**src/rtl/multicycle_control.sv**
```systemverilog
`default_nettype none
// ============================================================================
// Module      : multicycle_control
// Description : Moore FSM control unit for a multi-cycle MIPS datapath with a
//               shared instruction/data memory. One state per cycle, stalls on
//               MemReady, optional bounded wait with a MemTimeout pulse.
//               Define CTRL_JAL_EN to decode opcode 0x03 as JAL.
// Revision    : 1.0 - initial release
// ============================================================================
module multicycle_control #(
    parameter int ALUOP_WIDTH = 3,
    parameter int WAIT_LIMIT  = 0,
    parameter int CNT_WIDTH   = 4
) (
    input  logic                   clk,
    input  logic                   reset,
    input  logic [5:0]             OP,
    input  logic                   MemReady,
    output logic                   PCWrite,
    output logic                   BranchEQ,
    output logic                   BranchNE,
    output logic                   IorD,
    output logic                   MemRead,
    output logic                   MemWrite,
    output logic                   IRWrite,
    output logic                   MemtoReg,
    output logic [1:0]             RegDst,
    output logic                   RegWrite,
    output logic                   ALUSrcA,
    output logic [1:0]             ALUSrcB,
    output logic [1:0]             PCSource,
    output logic [ALUOP_WIDTH-1:0] ALUOp,
    output logic                   IllegalOp,
    output logic                   MemTimeout
);

    localparam logic [ALUOP_WIDTH-1:0] ALU_ADD   = ALUOP_WIDTH'(3'b100);
    localparam logic [ALUOP_WIDTH-1:0] ALU_SUB   = ALUOP_WIDTH'(3'b001);
    localparam logic [ALUOP_WIDTH-1:0] ALU_OR    = ALUOP_WIDTH'(3'b101);
    localparam logic [ALUOP_WIDTH-1:0] ALU_AND   = ALUOP_WIDTH'(3'b010);
    localparam logic [ALUOP_WIDTH-1:0] ALU_LUI   = ALUOP_WIDTH'(3'b110);
    localparam logic [ALUOP_WIDTH-1:0] ALU_FUNCT = ALUOP_WIDTH'(3'b111);

    typedef enum logic [3:0] {
        S_RESET, S_FETCH, S_DECODE, S_EXEC_R, S_WB_ALU, S_EXEC_I, S_WB_IMM,
        S_MEM_ADDR, S_MEM_RD, S_MEM_WB, S_MEM_WR, S_BRANCH, S_JUMP, S_JAL
    } state_t;

    state_t               state_q, state_d;
    logic [5:0]           op_q;
    logic [CNT_WIDTH-1:0] cnt_q, cnt_d;
    logic                 illegal_q, illegal_d;
    logic                 timeout_q;
    logic                 w_is_mem;
    logic                 w_timeout;

    // States that wait on the memory handshake
    assign w_is_mem = (state_q == S_FETCH) || (state_q == S_MEM_RD) || (state_q == S_MEM_WR);

    generate
        if (WAIT_LIMIT > 0) begin : g_timeout
            assign w_timeout = w_is_mem && !MemReady && (cnt_q == CNT_WIDTH'(WAIT_LIMIT));
        end else begin : g_no_timeout
            assign w_timeout = 1'b0;
        end
    endgenerate

    assign IllegalOp  = illegal_q;
    assign MemTimeout = timeout_q;

    // State, latched opcode, wait counter and the registered pulse outputs
    always_ff @(posedge clk or negedge reset) begin
        if (!reset) begin
            state_q   <= S_RESET;
            op_q      <= 6'h00;
            cnt_q     <= '0;
            illegal_q <= 1'b0;
            timeout_q <= 1'b0;
        end else begin
            state_q   <= state_d;
            cnt_q     <= cnt_d;
            illegal_q <= illegal_d;
            timeout_q <= w_timeout;
            if (state_q == S_DECODE) begin
                op_q <= OP;
            end
        end
    end

    // Next state, wait counter update and illegal-opcode detection
    always_comb begin
        state_d   = state_q;
        illegal_d = 1'b0;
        // Counter only runs while stalled in a memory state; any exit
        // (completion or timeout) clears it so the next access starts at 0.
        cnt_d     = '0;
        if (w_is_mem && !MemReady && !w_timeout) begin
            cnt_d = (cnt_q == '1) ? cnt_q : cnt_q + 1'b1;
        end
        case (state_q)
            S_RESET:    state_d = S_FETCH;
            S_FETCH:    if (MemReady) state_d = S_DECODE;
                        else if (w_timeout) state_d = S_FETCH;
            S_DECODE: begin
                case (OP)
                    6'h00:                      state_d = S_EXEC_R;
                    6'h08, 6'h0d, 6'h0c, 6'h0f: state_d = S_EXEC_I;
                    6'h23, 6'h2b:               state_d = S_MEM_ADDR;
                    6'h04, 6'h05:               state_d = S_BRANCH;
                    6'h02:                      state_d = S_JUMP;
`ifdef CTRL_JAL_EN
                    6'h03:                      state_d = S_JAL;
`endif
                    default: begin
                        state_d   = S_FETCH;
                        illegal_d = 1'b1;
                    end
                endcase
            end
            S_EXEC_R:   state_d = S_WB_ALU;
            S_EXEC_I:   state_d = S_WB_IMM;
            S_MEM_ADDR: state_d = (op_q == 6'h23) ? S_MEM_RD : S_MEM_WR;
            S_MEM_RD:   if (MemReady) state_d = S_MEM_WB;
                        else if (w_timeout) state_d = S_FETCH;
            S_MEM_WR:   if (MemReady || w_timeout) state_d = S_FETCH;
            default:    state_d = S_FETCH;
        endcase
    end

    // Control outputs decoded from state and latched opcode only; the sole
    // input term is MemReady qualifying the FETCH-cycle PC/IR loads, so a
    // stalled or timed-out fetch never commits.
    always_comb begin
        PCWrite  = 1'b0;
        BranchEQ = 1'b0;
        BranchNE = 1'b0;
        IorD     = 1'b0;
        MemRead  = 1'b0;
        MemWrite = 1'b0;
        IRWrite  = 1'b0;
        MemtoReg = 1'b0;
        RegDst   = 2'd0;
        RegWrite = 1'b0;
        ALUSrcA  = 1'b0;
        ALUSrcB  = 2'd0;
        PCSource = 2'd0;
        ALUOp    = '0;
        case (state_q)
            S_FETCH: begin
                MemRead = 1'b1;
                IRWrite = MemReady;
                PCWrite = MemReady;
                ALUSrcB = 2'd1;
                ALUOp   = ALU_ADD;
            end
            S_DECODE: begin
                ALUSrcB = 2'd3;
                ALUOp   = ALU_ADD;
            end
            S_EXEC_R: begin
                ALUSrcA = 1'b1;
                ALUOp   = ALU_FUNCT;
            end
            S_WB_ALU: begin
                RegDst   = 2'd1;
                RegWrite = 1'b1;
            end
            S_EXEC_I: begin
                ALUSrcA = 1'b1;
                ALUSrcB = 2'd2;
                case (op_q)
                    6'h0d:   ALUOp = ALU_OR;
                    6'h0c:   ALUOp = ALU_AND;
                    6'h0f:   ALUOp = ALU_LUI;
                    default: ALUOp = ALU_ADD;
                endcase
            end
            S_WB_IMM:   RegWrite = 1'b1;
            S_MEM_ADDR: begin
                ALUSrcA = 1'b1;
                ALUSrcB = 2'd2;
                ALUOp   = ALU_ADD;
            end
            S_MEM_RD: begin
                IorD    = 1'b1;
                MemRead = 1'b1;
            end
            S_MEM_WB: begin
                MemtoReg = 1'b1;
                RegWrite = 1'b1;
            end
            S_MEM_WR: begin
                IorD     = 1'b1;
                MemWrite = 1'b1;
            end
            S_BRANCH: begin
                ALUSrcA  = 1'b1;
                ALUOp    = ALU_SUB;
                PCSource = 2'd1;
                BranchEQ = (op_q == 6'h04);
                BranchNE = (op_q == 6'h05);
            end
            S_JUMP: begin
                PCSource = 2'd2;
                PCWrite  = 1'b1;
            end
`ifdef CTRL_JAL_EN
            // PC already holds PC+4 from FETCH; the ALU recomputes nothing
            // useful here, the link value is routed as PC+4 into $31.
            S_JAL: begin
                PCSource = 2'd2;
                PCWrite  = 1'b1;
                RegDst   = 2'd2;
                RegWrite = 1'b1;
                ALUSrcB  = 2'd1;
                ALUOp    = ALU_ADD;
            end
`endif
            default: ;
        endcase
    end

endmodule
`default_nettype wire

```
**config.mk**
```make
export PLATFORM = sky130hd
export DESIGN_NAME = multicycle_control
export DESIGN_NICKNAME = d
export VERILOG_FILES = /design/src/rtl/multicycle_control.sv
export SDC_FILE = /design/constraint.sdc
export NUM_CORES = 1
export LEC_CHECK = 0
export CAP_MARGIN = 10
export CORE_UTILIZATION = 49
export CTS_CLUSTER_SIZE = 10
export DETAILED_ROUTE_END_ITERATION = 8
export GPL_TIMING_DRIVEN = 0
export PLACE_DENSITY = 0.94
export SETUP_SLACK_MARGIN = 0.02
export SLEW_MARGIN = 20
export SYNTH_ARGS = -nofsm -noshare
export SYNTH_HDL_FRONTEND = slang
export SYNTH_SLANG_ARGS = --single-unit
export TNS_END_PERCENT = 5
```
**constraint.sdc**
```tcl
create_clock -name clk -period 4.4 [get_ports clk]
set_clock_uncertainty 0.2 [all_clocks]
set_input_delay 0.88 -clock clk [delete_from_list [all_inputs] [get_ports clk]]
set_output_delay 0.88 -clock clk [all_outputs]
set_load 0.01 [all_outputs]
```
==> summary.md <==
| Metric | Value |
|---|---|
| Mapped Area | `around 950 µm²` |
| I/O pins | `30` |
| Sequential Power Share | `0.259` |
| Unrepaired setup endpoints after global routing | `no` |
| Crit Path Category | `in -> out` |
| DR vias/cell | `approximately 5.6` |
| Ys flop type | `dfrtp_1` |
| Synth warn | `0` |
| Worst setup margin | `0.850 ns` |
| Final antenna-violating net count | `0` |
| Gate power share | `0.645` |
| Clock latency on the worst-skew pair | `0.27 ns` |
| WP data arrival | `2.47 ns` |
| Critical-path maximum fanout | `6` |
| Final Instance Area | `roughly 1300 µm²` |
| Final hold vios | `0` |
| P_int | `roughly 0.42 mW` |
| Asr flop ratio synth | `1.00` |
| Clock period minus worst slack | `approximately 3.6 ns` |
| H-tree levels | `1` |
| Initial core utilization | `0.538` |
| Post-synthesis instance total | `between 100 and 150` |
| Post-route setup TNS | `0 ns` |
| Synth-to-layout area growth | `35.0%` |
| Status | `complete, no violations` |
| Avg Inst Size Synth | `~8.2 µm²` |
| Relative slew margins | `0.630` |
| Drt total wl | `2240 µm` |
| Reg clk slew, reported paths | `0.06 ns` |
| Worst Max-Slew Pin Slew | `0.553 ns` |
| Worst VDD drop | `approximately 0.36 mV` |
| Clock sink total | `11` |
| P_leak | `0.512 nW` |
| Iteration-0 DRC Markers | `23` |
| Pwr Total | `roughly 0.72 mW` |
| Antenna diodes | `0` |
| Switching Share | `0.421` |
| Number of nets in the layout | `around 160` |
| DRC | `0` |
| Core Area | `around 1800 µm²` |
| CTS Buf Count | `3` |
| Fraction of layout cells with a size suffix above 1 | `0.170` |
| HPWL after DPL | `roughly 1800 µm` |
| Endpoints failing setup | `0` |
| Clk root buf | `clkbuf_4` |
| Hold WC Path Type | `reg -> reg` |
| Die area | `roughly 2100 µm²` |
| Post-CTS Resized | `0` |
| Worst Setup End Kind | `primary output` |
| Total vias in the final route | `just under 1000` |
| Tcrit/Tclk final | `0.807` |
| Sequential-to-total area share from yosys stat | `0.290` |
| PortBufs | `27` |
| Chip Height | `between 40 and 50 µm` |
| DIE WIDTH | `roughly 46 µm` |
| Hold Buf Count CTS | `0` |
| Placement Cell Area | `1250 µm²` |
| Vias in the first global route | `around 900` |
| Number of synthesized register bits | `11` |
| Clock buffer depth | `2` |
| Initial antenna violation count | `0` |
| First-pass GRT wire length | `3730 µm` |
| Crit path cell chain | `clkdlybuf4s50_1 > nor4b_1 > or2_1 > clkdlybuf4s50_1` |
| Average wire per standard cell | `approximately 13 µm` |
| Highest clock rate | `~280 MHz` |
| Cell Pwr Density | `between 500 and 600 nW/µm²` |
| Max_cap viols | `0` |
| Row cnt | `15` |
| Slowest cell on crit path | `clkdlybuf4s50_1` |
| Net Switching | `about 0.31 mW` |
| Hold Slack | `0.329 ns` |
| Placer congestion estimate | `around 0.9` |
| Crit-path most repeated cell | `clkdlybuf4s50_1` |
| Largest net degree at the start of global routing | `12` |
| Total track usage | `0.250` |
| Pins Over Slew Limit | `0` |
| Setup Fix Bufs, Post-CTS | `0` |
| Total grt overflow | `0` |
| Register area | `275 µm²` |
| Post-place setup slack | `0.850 ns` |
| Worst EP required | `approximately 3.3 ns` |
| Fill count | `about 140` |
| Clk network pwr share | `0.096` |
| CTS tree | `yes` |
| Drt first pass iters | `4` |
| Worst setup SP type | `input port` |
| Area occupied by multi-input gates | `603 µm²` |
| Netlist cell types | `42` |
| CP peak stage delay | `between 0.5 and 0.6 ns` |
| EDFF count, synth | `0` |
registers in the layout, summed over array words and instances (netlist names):
name	count
IllegalOp	1
op_q	6
state_q	4
power groups by stage:
| stage | clock, mW | sequential, mW | combinational (mW) |
|---|---|---|---|
| after global routing | 0.0766 | 0.193 | 0.512 |
| after floorplan | 0 | 0.178 | 0.300 |
| final | 0.0698 | 0.188 | 0.467 |
| after detailed placement | 0 | 0.189 | 0.465 |
| after CTS | 0.0720 | 0.187 | 0.467 |
| after global placement | 0 | 0.183 | 0.452 |
kinds of logic after synthesis:
group                  after synthesis  share of synthesized area
AO/OA/AOI/OAI                       25                      0.178
AND/OR/NAND/NOR                     55                      0.351
buffers and inverters               14                     0.0778
flip-flops                          11                      0.290
other                                1                    0.00395
XOR/XNOR                             3                     0.0277
multiplexers                         6                     0.0712
cell type report:
class                           instances  share of cell area
Multi-Input combinational cell         91               0.471
Sequential cell                        11               0.215
Timing Repair Buffer                   27               0.211
Buffer                                  9              0.0430
Tap cell                               25              0.0244
Clock buffer                            4              0.0205
Inverter                                5              0.0147
per-stage QoR:
stage / cells / utilization
after global placement: 168 / 0.711
after CTS: 172 / 0.726
after detailed placement: 168 / 0.711
after floorplan: 116 / -
final: 172 / 0.726
after global routing: 172 / 0.726
worst paths after layout:
kind                       startpoint    endpoint  slack, ns  cells after the start
max in group asynchronous       reset  state_q[2]       2.91                      1
max                          MemReady     PCWrite       0.85                      4
max reg2reg                state_q[0]  state_q[1]       2.60                      5
min reg2reg                   op_q[5]     op_q[5]       0.33                      1
min in group asynchronous       reset     op_q[3]       0.74                      1
min                           op_q[5]     op_q[5]       0.33                      1
critical path, delay by kind of cell:
kind	cells	cell delay, ns
buffers and inverters	2	1.10
AND/OR/NAND/NOR	2	0.49
layer usage:
| metal | GRT usage | vias to the layer above | wire [µm] |
|---|---|---|---|
| met5 | 0 | - | 0 |
| met4 | 0.147 | 0 | 63 |
| met3 | 0.0675 | 12 | 134 |
| met2 | 0.420 | 44 | 1130 |
| met1 | 0.278 | 439 | 909 |
| li1 | - | 470 | - |
cells in the mapped netlist, types with 2 or more instances:
library cell	number	share of area
nor2_1	13	0.051
a221oi_1	2	0.018
a21oi_1	5	0.026
nand2_1	8	0.032
buf_2	5	0.026
nor4b_1	2	0.018
nor3b_1	2	0.016
and3b_1	2	0.018
nor2b_1	2	0.013
xnor2_1	2	0.018
inv_1	5	0.020
nor3_2	3	0.032
buf_4	2	0.016
dfrtp_1	11	0.29
mux2_2	6	0.071
nand2b_1	6	0.040
o21ai_0	7	0.037
nor3_1	8	0.042
cell usage in the layout, fill, tap and decap left out, types with 2 or more instances in the layout:
master	instances
a21oi_1	5
a221oi_1	2
and3b_1	2
buf_2	5
buf_4	2
clkbuf_4	3
clkdlybuf4s50_1	27
conb_1	2
dfrtp_1	11
inv_1	5
mux2_2	6
nand2_1	8
nand2b_1	6
nor2_1	13
nor2b_1	2
nor3_1	8
nor3_2	3
nor3b_1	2
nor4b_1	2
o21ai_0	7
xnor2_1	2
(Power assumes the default switching activity.)
